`config.mk`:
```
export PLATFORM = sky130hd
export DESIGN_NAME = data_router_arbiter
export DESIGN_NICKNAME = d
export VERILOG_FILES = /design/src/rtl/data_router_arbiter.sv
export SDC_FILE = /design/constraint.sdc
export NUM_CORES = 1
export LEC_CHECK = 0
export ABC_AREA = 1
export CORE_MARGIN = 2
export CORE_UTILIZATION = 48
export CTS_BUF_LIST = sky130_fd_sc_hd__clkbuf_4
export DETAILED_ROUTE_END_ITERATION = 10
export PLACE_DENSITY = 0.92
export SYNTH_ARGS = -nofsm -noshare
export SYNTH_HDL_FRONTEND = slang
export SYNTH_SLANG_ARGS = --single-unit
```
`constraint.sdc`:
```
create_clock -name CLK -period 3.9 [get_ports CLK]
set_input_delay 0.78 -clock CLK [delete_from_list [all_inputs] [get_ports CLK]]
set_output_delay 0.78 -clock CLK [all_outputs]
set_load 0.01 [all_outputs]
```
`src/rtl/data_router_arbiter.sv`:
```
// data_router_arbiter: round-robin sequencer for the shared 8-bit data RAM
// bus and data router. Serves word read, word write and read-modify-write
// single-bit write for NUM_CORES PLC cores, one transaction at a time.
module data_router_arbiter #(
  parameter int unsigned NUM_CORES = 4,
  parameter int unsigned ADDR_W    = 10,
  parameter int unsigned RD_LAT    = 1
) (
  input  logic                        CLK,
  input  logic                        RST_n,
  input  logic [NUM_CORES-1:0]        REQ,
  input  logic [NUM_CORES-1:0]        REQ_WE,
  input  logic [NUM_CORES-1:0]        REQ_BIT,
  input  logic [NUM_CORES*ADDR_W-1:0] REQ_ADDR,
  input  logic [NUM_CORES*8-1:0]      REQ_WDATA,
  input  logic [NUM_CORES*3-1:0]      REQ_BITSEL,
  input  logic [NUM_CORES-1:0]        REQ_BITVAL,
  output logic [NUM_CORES-1:0]        ACK,
  output logic [7:0]                  RDATA,
  output logic [ADDR_W-1:0]           RAM_ADDR,
  output logic                        RAM_CS,
  output logic                        RAM_WE,
  output logic                        ROUTER_WriteData,
  output logic                        ROUTER_Addr,
  output logic [7:0]                  ROUTER_WORDUNIT,
  output logic                        ROUTER_BITUNIT,
  input  logic [7:0]                  ROUTER_CPUData
);

  localparam int unsigned PTR_W = (NUM_CORES > 1) ? $clog2(NUM_CORES) : 1;
  localparam int unsigned CNT_W = (RD_LAT > 1) ? $clog2(RD_LAT) : 1;

  typedef enum logic [2:0] {S_IDLE, S_RD, S_RDWAIT, S_WR, S_DONE} state_t;

  state_t              state_q, state_d;
  logic [PTR_W-1:0]    ptr_q, ptr_d;
  logic                we_q, we_d, bit_q, bit_d, bitval_q, bitval_d;
  logic [ADDR_W-1:0]   addr_q, addr_d;
  logic [7:0]          wdata_q, wdata_d, data_q, data_d;
  logic [2:0]          bitsel_q, bitsel_d;
  logic [CNT_W-1:0]    cnt_q, cnt_d;
  logic                gnt_vld;
  logic [PTR_W-1:0]    gnt_idx;
  logic                grant, rd_last;

  logic [NUM_CORES-1:0] ack_d;
  logic [7:0]           rdata_d, word_d, word_mod;
  logic [ADDR_W-1:0]    ram_addr_d;
  logic                 cs_d, ram_we_d, wd_d, raddr_d, bitu_d;

  assign grant   = (state_q == S_IDLE) && gnt_vld;
  assign rd_last = (state_q == S_RDWAIT) && (cnt_q == CNT_W'(RD_LAT - 1));

  // Round-robin search starting just after the last granted core
  always_comb begin
    int unsigned cand;
    cand    = 0;
    gnt_vld = 1'b0;
    gnt_idx = ptr_q;
    for (int unsigned i = 1; i <= NUM_CORES; i++) begin
      cand = 32'(ptr_q) + i;
      if (cand >= NUM_CORES) cand = cand - NUM_CORES;
      if (!gnt_vld && REQ[PTR_W'(cand)]) begin
        gnt_vld = 1'b1;
        gnt_idx = PTR_W'(cand);
      end
    end
  end

  // State register
  always_ff @(posedge CLK) begin
    if (!RST_n) state_q <= S_IDLE;
    else        state_q <= state_d;
  end

  // Next-state logic
  always_comb begin
    state_d = state_q;
    case (state_q)
      S_IDLE:   if (gnt_vld) state_d = (REQ_WE[gnt_idx] && !REQ_BIT[gnt_idx]) ? S_WR : S_RD;
      S_RD:     state_d = S_RDWAIT;
      S_RDWAIT: if (rd_last) state_d = (we_q && bit_q) ? S_WR : S_DONE;
      S_WR:     state_d = S_DONE;
      S_DONE:   state_d = S_IDLE;
      default:  state_d = S_IDLE;
    endcase
  end

  // Command latch, read-wait counter and captured read word
  always_comb begin
    ptr_d    = ptr_q;
    we_d     = we_q;
    bit_d    = bit_q;
    addr_d   = addr_q;
    wdata_d  = wdata_q;
    bitsel_d = bitsel_q;
    bitval_d = bitval_q;
    if (grant) begin
      ptr_d    = gnt_idx;
      we_d     = REQ_WE[gnt_idx];
      bit_d    = REQ_BIT[gnt_idx];
      addr_d   = REQ_ADDR[gnt_idx*ADDR_W +: ADDR_W];
      wdata_d  = REQ_WDATA[gnt_idx*8 +: 8];
      bitsel_d = REQ_BITSEL[gnt_idx*3 +: 3];
      bitval_d = REQ_BITVAL[gnt_idx];
    end
    cnt_d  = (state_q == S_RDWAIT) ? cnt_q + CNT_W'(1) : '0;
    data_d = rd_last ? ROUTER_CPUData : data_q;
  end

  // Output decode from the next state so registered outputs align with state_q
  always_comb begin
    ack_d      = '0;
    rdata_d    = '0;
    cs_d       = 1'b0;
    ram_we_d   = 1'b0;
    wd_d       = 1'b0;
    raddr_d    = 1'b0;
    bitu_d     = 1'b0;
    word_d     = '0;
    ram_addr_d = addr_d;
    word_mod   = data_d;
    word_mod[bitsel_d] = bitval_d;
    case (state_d)
      S_RD: cs_d = 1'b1;
      S_WR: begin
        cs_d     = 1'b1;
        ram_we_d = 1'b1;
        wd_d     = 1'b1;
        if (we_d && bit_d) begin
          word_d  = word_mod;
          raddr_d = (bitsel_d == 3'd0);
          bitu_d  = bitval_d;
        end else begin
          word_d  = wdata_d;
        end
      end
      S_DONE: begin
        ack_d[ptr_d] = 1'b1;
        rdata_d      = (we_d && !bit_d) ? 8'h00 : data_d;
      end
      default: ;
    endcase
  end

  // Datapath and output registers
  always_ff @(posedge CLK) begin
    if (!RST_n) begin
      ptr_q            <= PTR_W'(NUM_CORES - 1);
      we_q             <= 1'b0;
      bit_q            <= 1'b0;
      addr_q           <= '0;
      wdata_q          <= '0;
      bitsel_q         <= '0;
      bitval_q         <= 1'b0;
      cnt_q            <= '0;
      data_q           <= '0;
      ACK              <= '0;
      RDATA            <= '0;
      RAM_ADDR         <= '0;
      RAM_CS           <= 1'b0;
      RAM_WE           <= 1'b0;
      ROUTER_WriteData <= 1'b0;
      ROUTER_Addr      <= 1'b0;
      ROUTER_WORDUNIT  <= '0;
      ROUTER_BITUNIT   <= 1'b0;
    end else begin
      ptr_q            <= ptr_d;
      we_q             <= we_d;
      bit_q            <= bit_d;
      addr_q           <= addr_d;
      wdata_q          <= wdata_d;
      bitsel_q         <= bitsel_d;
      bitval_q         <= bitval_d;
      cnt_q            <= cnt_d;
      data_q           <= data_d;
      ACK              <= ack_d;
      RDATA            <= rdata_d;
      RAM_ADDR         <= ram_addr_d;
      RAM_CS           <= cs_d;
      RAM_WE           <= ram_we_d;
      ROUTER_WriteData <= wd_d;
      ROUTER_Addr      <= raddr_d;
      ROUTER_WORDUNIT  <= word_d;
      ROUTER_BITUNIT   <= bitu_d;
    end
  end

endmodule

```
==> flow_summary.ini, run 1 <==
[timing]
max_freq_mhz = 338
worst_slew_pin_slew_ns = 0.660
setup_tns_ns = 0
finalSetupViolCount = 0
grt_setup_unrepaired = no
finalHoldViolCount = 0
slew_headroom = 0.560
skew_ns = 0.0203
period_share = 0.758
period_minus_slack_ns = 2.96
drv_slew = 0

[clock_network]
root_buffer = clkbuf_4
cts_sinks = 62
clk_latency_ns = 0.43
cts_tree = done
htreeDepth = 3
ctsResizeCount = 0
hold_buffers = 0
clkTransAtPathRegs_ns = 0.13
postCtsSetupRepairBufs = 0
clockBufferDepth = 2
cts_inserted_buffers = 9

[yosys]
syn_nets = 635
synth_top_flop_cell = dfxtp_1
synthesis.area_mm2 = 0.00346
ys_seq_area_frac = 0.358
ys_top_cells_by_area = dfxtp_1 36%, nand2_1 16%, nand3_1 11%
yosysTopAreaCell = dfxtp_1
async_reset_ff_frac = 0
yosys.area.top_type_share = 0.358
synth.distinct_cells = 31
synthCells = 525
ys_seq_elements = 62
synth_edf_count = 0
synth_warnings = 0
avgSynthCellArea_um2 = 6.60

[die]
num_rows = 30
pin_count = 145
die_area_mm2 = 0.00791
chipWidth_um = 88.9
die_h_um = 88.9
initial_utilization = 0.501
core_mm2 = 0.00691

[run_status]
status = finished clean

[layout]
syn_to_final_growth_pct = 47.1
antenna_cells = 0
fin_nets = 773
drive_gt1_frac = 0.100
fill_cells = 529

[grt]
grt_max_degree = 38
grt_usage = 0.271
grt_pass1_wl_um = 16700
antenna_found_initial = 0
grt_pass1_vias = 3715
gr-total-overflow = 0

[routing]
drc = 0
wl_per_cell_um = 13.7
drtIter0Drc = 325
dr.pass1.iters = 6
routed_wl_um = 10500
vias = 3983
postRouteAntennaNets = 0
viasPerCell = 5.21

[placement]
io_buffers = 144
dp_hpwl_um = 8100
gp_congestion = 0.895

[power]
finalPower_uw = 4850
p_per_area_mw_per_mm2 = 953
vdd.ir_drop.worst_mv = 0.447
p_leak_uw = 0.00228

[setup_path]
crit_type = input port to flop
crit_fanout = 28
cpMaxStageDelayCell = clkdlybuf4s50_1
crit_buf_inv = 4
cp_slowest_stage_delay_ns = 0.50
critPathTopFamily = simple AND/OR/NAND/NOR gates
arrival_ns = 3.30
endpoint_kind = flop
cp_data_required_time_ns = 4.24
worstSetupStartpointType = input port
path_cells = clkdlybuf4s50_1, inv_1, nand2_1, nand2_1, nand2_1, nand2_1, nand2_4, nand3_4, nand2_2, buf_4, nand2_1, nand3_1, nand3_1, nand2_1, inv_2, nand3_1, nand3_1, a21oi_1
cpMostUsedCell = nand2_1

[job]
maxCapViolCount = 0

[hold_path]
hp-class = flop to flop
==> worst paths after layout <==
kind	from	end	slack, ns	cells after the start
worst max-delay path	REQ[2]	ROUTER_WORDUNIT[2]	0.94	18
worst min-delay path	cnt_q	state_q[1]	0.55	2
worst max register to register	ptr_q[0]	ROUTER_WORDUNIT[2]	1.00	17
worst min register to register	cnt_q	state_q[1]	0.55	2
==> routing by layer <==
layer  global-route usage  part of all wire
met5                    0                 0
met1                0.312              0.38
met2                0.472              0.51
met3               0.0499             0.065
met4                0.151             0.043
==> worst reg2reg max path, delay by kind of cell, from the launching register on <==
kind | cells | cell delay, ns
DFF | 1 | 0.63
and+or+nand+nor | 13 | 1.42
AOI/OAI and AO/OA | 1 | 0.16
buffers and inverters | 3 | 0.61
==> report_power, final <==
group          switching, uW  internal [uW]  leakage (uW)
sequential              86.7            802      0.000507
combinational           2250           1180       0.00168
clock                    261            267     0.0000875
total                   2600           2250       0.00228
==> per-stage QoR <==
stage	worst slack, ns	hold WS, ns	std cells	cell area, um^2	utilization
after floorplan	1.55	0.476	525	3460	-
after global placement	0.751	0.499	748	4930	0.713
after detailed placement	0.604	0.519	748	4930	0.713
after CTS	1.00	0.551	764	5100	0.738
after global routing	0.750	0.573	764	5100	0.738
final	0.943	0.546	764	5100	0.738
==> cell type report <==
cell class / count / area, um^2 / area share
well taps: 96 / 120 / 0.0236
inverters: 51 / 196 / 0.0385
repair buffers: 151 / 1490 / 0.293
clock inverters: 7 / 103 / 0.0201
clock buffers: 9 / 67.6 / 0.0133
flip-flops and latches: 62 / 1240 / 0.244
multi-input cells: 388 / 1870 / 0.368
==> registers in the layout, summed over array words and instances, names as in the netlist, 2 cells and up <==
signal / count
addr_q: 10
RDATA: 8
ROUTER_WORDUNIT: 8
data_q: 8
wdata_q: 8
ACK: 4
bitsel_q: 3
state_q: 3
ptr_q: 2
==> cell usage after synthesis (2+ instances only) <==
cell and instances:
nand3_2 3, clkbuf_1 6, a21oi_1 29, buf_2 7, nand3_1 73, o21ai_4 2, nor3_1 4, inv_2 8
or2_2 2, a31oi_1 2, a22oi_1 11, nand2_1 144, o21ai_0 21, mux2i_1 6, dfxtp_1 62, buf_4 6
nor2_2 2, inv_1 41, inv_4 2, buf_6 4, nor2_1 63, nand2_2 18
==> cell usage in the layout, fill, tap and decap left out, types with 3 or more instances in the layout <==
cell type,instances
nand3_2,3
clkdlybuf4s50_1,144
clkbuf_4,9
nand2_2,18
buf_4,7
nand2_1,144
mux2i_1,6
a21oi_1,29
dfxtp_1,62
inv_2,8
inv_6,3
inv_1,41
a22oi_1,11
nor3_1,4
nor2_1,63
nand3_1,73
o21ai_0,21
==> cells by family after synthesis <==
logic type / synth area share
buf+inv: 0.100
compound gates: 0.121
mux: 0.0173
flops: 0.358
simple gates: 0.403
No activity file was read; power rests on OpenSTA's default activity.
==> run 2: changes to the inputs <==
--- a/config.mk
+++ b/config.mk
@@ -7,10 +7,10 @@
 export LEC_CHECK = 0
 export ABC_AREA = 1
 export CORE_MARGIN = 2
-export CORE_UTILIZATION = 48
+export CORE_UTILIZATION = 44
 export CTS_BUF_LIST = sky130_fd_sc_hd__clkbuf_4
 export DETAILED_ROUTE_END_ITERATION = 10
-export PLACE_DENSITY = 0.92
+export PLACE_DENSITY = 0.85
 export SYNTH_ARGS = -nofsm -noshare
 export SYNTH_HDL_FRONTEND = slang
 export SYNTH_SLANG_ARGS = --single-unit
==> constraint.sdc (replaced) <==
create_clock -name CLK -period 2.78 [get_ports CLK]
set_input_delay 0.556 -clock CLK [delete_from_list [all_inputs] [get_ports CLK]]
set_output_delay 0.556 -clock CLK [all_outputs]
set_load 0.01 [all_outputs]
==> run 2 against run 1 <==
Final cell count grew 3.4%. Sequential cell count is the same. Non-clock buffer count grew 20. Largest cell class unchanged. Largest power group unchanged.
==> flow_summary.ini, run 2 (synthesis results as in run 1) <==
[setup_path]
rr_worst_depth = 18
endpoint_kind = flop
crit_type = input port to flop
crit_fanout = 12
cp_data_required_time_ns = 3.12
arrival_ns = 2.90
worstSetupStartpointType = input port

[layout]
fin_area_mm2 = 0.00525
most-common-layout-cells = 144 x nand2_1, 144 x clkdlybuf4s50_1, 73 x nand3_1, 63 x nor2_1, 62 x dfxtp_1
largest_register = addr_q
drive_gt1_frac = 0.126
largest_register_ffs = 10
syn_to_final_growth_pct = 51.6
antenna_cells = 0
fill_cells = 627
fin_nets = 793
fin_util = 0.683

[hold_path]
hold_depth = 2
hp-class = flop to flop

[placement]
placed_cell_area_mm2 = 0.00513
io_buffers = 144
gp_congestion = 0.957
dp_hpwl_um = 8360
pre_cts_slack_ns = -0.148

[grt]
gr-total-overflow = 0
grt_pass1_wl_um = 17400
grt_usage = 0.252
antenna_found_initial = 0
grt_max_degree = 29
grt_pass1_vias = 3857

[die]
num_rows = 32
core_mm2 = 0.00769
pin_count = 145
chipWidth_um = 92.7
die_h_um = 92.7
initial_utilization = 0.451
die_area_mm2 = 0.00860

[routing]
postRouteAntennaNets = 0
drc = 0
wl_per_cell_um = 13.4
drtIter0Drc = 207
viasPerCell = 5.09
vias = 4025
routed_wl_um = 10600
dr.pass1.iters = 4

[job]
maxCapViolCount = 0

[clock_network]
clk_latency_ns = 0.41
clkTransAtPathRegs_ns = 0.11
clockBufferDepth = 2
cts_tree = done
hold_buffers = 0
cts_inserted_buffers = 9
htreeDepth = 3
postCtsSetupRepairBufs = 0
cts_sinks = 62
root_buffer = clkbuf_4
ctsResizeCount = 0

[timing]
setup_slack_ns = 0.219
max_freq_mhz = 390
period_share = 0.921
setup_tns_ns = 0
slew_headroom = 0.548
skew_ns = 0.0170
finalHoldViolCount = 0
finalSetupViolCount = 0
hold_slack_ns = 0.531
drv_slew = 0
period_minus_slack_ns = 2.56
worst_slew_pin_slew_ns = 0.677
grt_setup_unrepaired = no

[power]
vdd.ir_drop.worst_mv = 0.845
p_per_area_mw_per_mm2 = 1370
p_leak_uw = 0.00237

[run_status]
status = finished clean
run 2: path summary, 6_finish.rpt:
kind	start	end	slack, ns
hold reg to reg	data_q[6]	data_q[6]	0.53
setup reg to reg	ptr_q[0]	ROUTER_WORDUNIT[5]	0.32
setup / recovery	REQ[0]	ROUTER_WORDUNIT[5]	0.22
hold / removal	data_q[6]	data_q[6]	0.53
run 2: per-stage QoR:
step / total power [uW] / std cells
floorplan: 4920 / 525
global placement: 6450 / 774
detailed placement: 6600 / 774
CTS: 7160 / 790
global route: 7870 / 790
finish: 7220 / 790
run 2: layer usage:
layer / up-vias / global-route usage / part of all wire
li1: 2005 / - / -
met1: 1825 / 0.280 / 0.39
met2: 163 / 0.469 / 0.51
met3: 32 / 0.0537 / 0.068
met4: 0 / 0.0931 / 0.031
met5: - / 0 / 0
run 2: worst max-delay path, stage by stage:
cell and delay (ns):
clkdlybuf4s50_1 0.50, nand2_1 0.08, nand2_2 0.09, nand2_1 0.09
nand2_2 0.13, inv_4 0.07, nand2_2 0.07, nand2_2 0.05
nand2_2 0.20, buf_4 0.26, nand2_1 0.08, nand3_1 0.08
nand3_1 0.08, nand2_1 0.13, inv_2 0.09, nand3_1 0.10
nand3_1 0.08, a21oi_1 0.16
run 2: area by class of cell:
cell class	count	area, um^2	share of cell area
clock buffer	11	82.6	0.0157
clock inverter	5	35.0	0.00667
inverter	51	196	0.0374
multi-input combinational	388	1870	0.357
sequential	62	1240	0.236
tap	102	128	0.0243
timing repair buffer	171	1690	0.323
run 2: power breakdown:
part / total, uW / internal [uW] / switching (uW)
Sequential: 1230 / 1130 / 108
Clock: 533 / 205 / 327
Combinational: 5450 / 2150 / 3300
==> run 3: changes to the inputs <==
--- a/config.mk
+++ b/config.mk
@@ -10,7 +10,8 @@
 export CORE_UTILIZATION = 44
 export CTS_BUF_LIST = sky130_fd_sc_hd__clkbuf_4
 export DETAILED_ROUTE_END_ITERATION = 10
-export PLACE_DENSITY = 0.85
+export MAX_ROUTING_LAYER = met4
+export PLACE_DENSITY = 0.82
 export SYNTH_ARGS = -nofsm -noshare
 export SYNTH_HDL_FRONTEND = slang
 export SYNTH_SLANG_ARGS = --single-unit
==> run 3 against run 2 <==
Sequential power about the same. Highest routed layer unchanged. Critical endpoint is now RDATA[3]. Combinational power about the same. Non-clock buffer count is 2 higher. First-iteration DRC count increased by 28%. Wire length is 0.12% lower. Critical path depth shrank 2. Cell area up 0.31%. Sequential cell count unchanged. Die area did not move.
==> flow_summary.ini, run 3 (synthesis results as in run 1) <==
[run_status]
status = finished clean

[setup_path]
rr_worst_depth = 16
timing.rr.end = RDATA[3]
cpMostUsedCell = nand2_1
endpoint_kind = flop
arrival_ns = 2.79
cpMaxStageDelayCell = clkdlybuf4s50_1
r2r_setup_slack_ns = 0.32
crit_buf_inv = 3
critPathTopFamily = simple AND/OR/NAND/NOR gates
cp.depth = 16
cp_data_required_time_ns = 3.08
worstSetupStartpointType = input port
crit_type = input port to flop
cp_slowest_stage_delay_ns = 0.50
path_cells = clkdlybuf4s50_1, nand2_1, nand2_2, nand2_1, nand2_2, inv_4, nand2_1, nand2_1, a21oi_4, nand3_1, nand2_1, nand2_1, o21ai_2, inv_1, o21ai_4, nor2_1
crit_fanout = 8
worstReg2RegStart = ptr_q[0]

[clock_network]
htreeDepth = 3
cts_sinks = 62
cts_tree = done
clkTransAtPathRegs_ns = 0.11
root_buffer = clkbuf_4
cts_inserted_buffers = 9
postCtsSetupRepairBufs = 0
hold_buffers = 0
ctsResizeCount = 0
clk_latency_ns = 0.41
clockBufferDepth = 2

[routing]
drtIter0Drc = 264
dr.pass1.iters = 5
wl_per_cell_um = 13.3
postRouteAntennaNets = 0
drc = 0
viasPerCell = 4.97
routed_wl_um = 10600
vias = 3933

[grt]
grt_pass1_wl_um = 17400
grt_pass1_vias = 3811
antenna_found_initial = 0
grt_usage = 0.260
gr-total-overflow = 0
grt_max_degree = 29

[timing]
skew_ns = 0.0210
hold_slack_ns = 0.539
drv_slew = 0
grt_setup_unrepaired = no
period_share = 0.893
period_minus_slack_ns = 2.48
finalSetupViolCount = 0
finalHoldViolCount = 0
slew_headroom = 0.551
worst_slew_pin_slew_ns = 0.672
max_freq_mhz = 403

[placement]
io_buffers = 144
gp_congestion = 0.945
dp_hpwl_um = 8340

[die]
die_area_mm2 = 0.00860
chipWidth_um = 92.7
num_rows = 32
die_h_um = 92.7
pin_count = 145
core_mm2 = 0.00769
initial_utilization = 0.451

[hold_path]
hold_start = data_q[6]
min_to = data_q[6]
hp-class = flop to flop
hold_depth = 2

[layout]
fin_nets = 795
antenna_cells = 0
drive_gt1_frac = 0.129
most-common-layout-cells = 144 x nand2_1, 144 x clkdlybuf4s50_1, 73 x nand3_1, 63 x nor2_1, 62 x dfxtp_1
syn_to_final_growth_pct = 52.1
largest_register_ffs = 10
largest_register = addr_q

[power]
vdd.ir_drop.worst_mv = 0.640
finalPower_uw = 7220
p_per_area_mw_per_mm2 = 1370
p_leak_uw = 0.00238

[job]
maxCapViolCount = 0
## run 3: cell types whose count changed in the layout (fill, tap and decap cells not counted)
cell        previous run  this run
clkinvlp_4             1         0
inv_6                  1         0
buf_4                 23        25
clkinv_4               1         3
## run 3: worst register-to-register path, cell delays in order (launching register included)
cell and delay, ns:
dfxtp_1 0.42, buf_4 0.20, nand2_1 0.07, nand2_2 0.09, nand2_1 0.08, nand2_2 0.13
inv_4 0.07, nand2_1 0.05, nand2_1 0.10, a21oi_4 0.27, nand3_1 0.11, nand2_1 0.10
nand2_1 0.06, o21ai_2 0.14, inv_1 0.12, o21ai_4 0.26, nor2_1 0.07
## run 3: metal layers
metal	part of all wire	GRT usage	vias to the layer above
met5	0	-	-
met4	0.032	0.118	0
met3	0.054	0.0325	24
met2	0.49	0.444	139
met1	0.42	0.306	1755
li1	-	-	2015
## run 3: metrics by stage
step                 util  TNS (ns)  setup slack (ns)  instance area [um^2]  cells
floorplan               -         0             0.651                  3460    525
global placement    0.670         0           0.00320                  5150    776
detailed placement  0.670     -2.03            -0.123                  5150    776
CTS                 0.685         0             0.330                  5270    792
global route        0.685         0            0.0139                  5270    792
finish              0.685         0             0.298                  5270    792
## run 3: layout make-up
cell class / instances / area, um^2
clock buffer: 11 / 82.6
clock inverter: 5 / 36.3
fill: 653 / 2420
inverter: 51 / 196
multi-input combinational: 388 / 1870
sequential: 62 / 1240
tap: 102 / 128
timing repair buffer: 173 / 1710
## run 3: power by group
| group | switching [uW] | internal, uW | total [uW] |
|---|---|---|---|
| clock network | 337 | 205 | 542 |
| logic | 3270 | 2170 | 5440 |
| registers | 114 | 1130 | 1240 |
## run 3: worst max-delay path by stage
stage | startpoint | endpoint | slack (ns)
2_1_floorplan | REQ[2] | RDATA[0] | 0.65
3_3_place_gp | REQ[0] | ROUTER_BITUNIT | 0.003
3_5_place_dp | REQ[0] | RDATA[3] | -0.12
4_1_cts | REQ[0] | RDATA[1] | 0.33
5_1_grt | ptr_q[0] | ROUTER_WORDUNIT[0] | 0.01
6_report | REQ[0] | RDATA[3] | 0.30
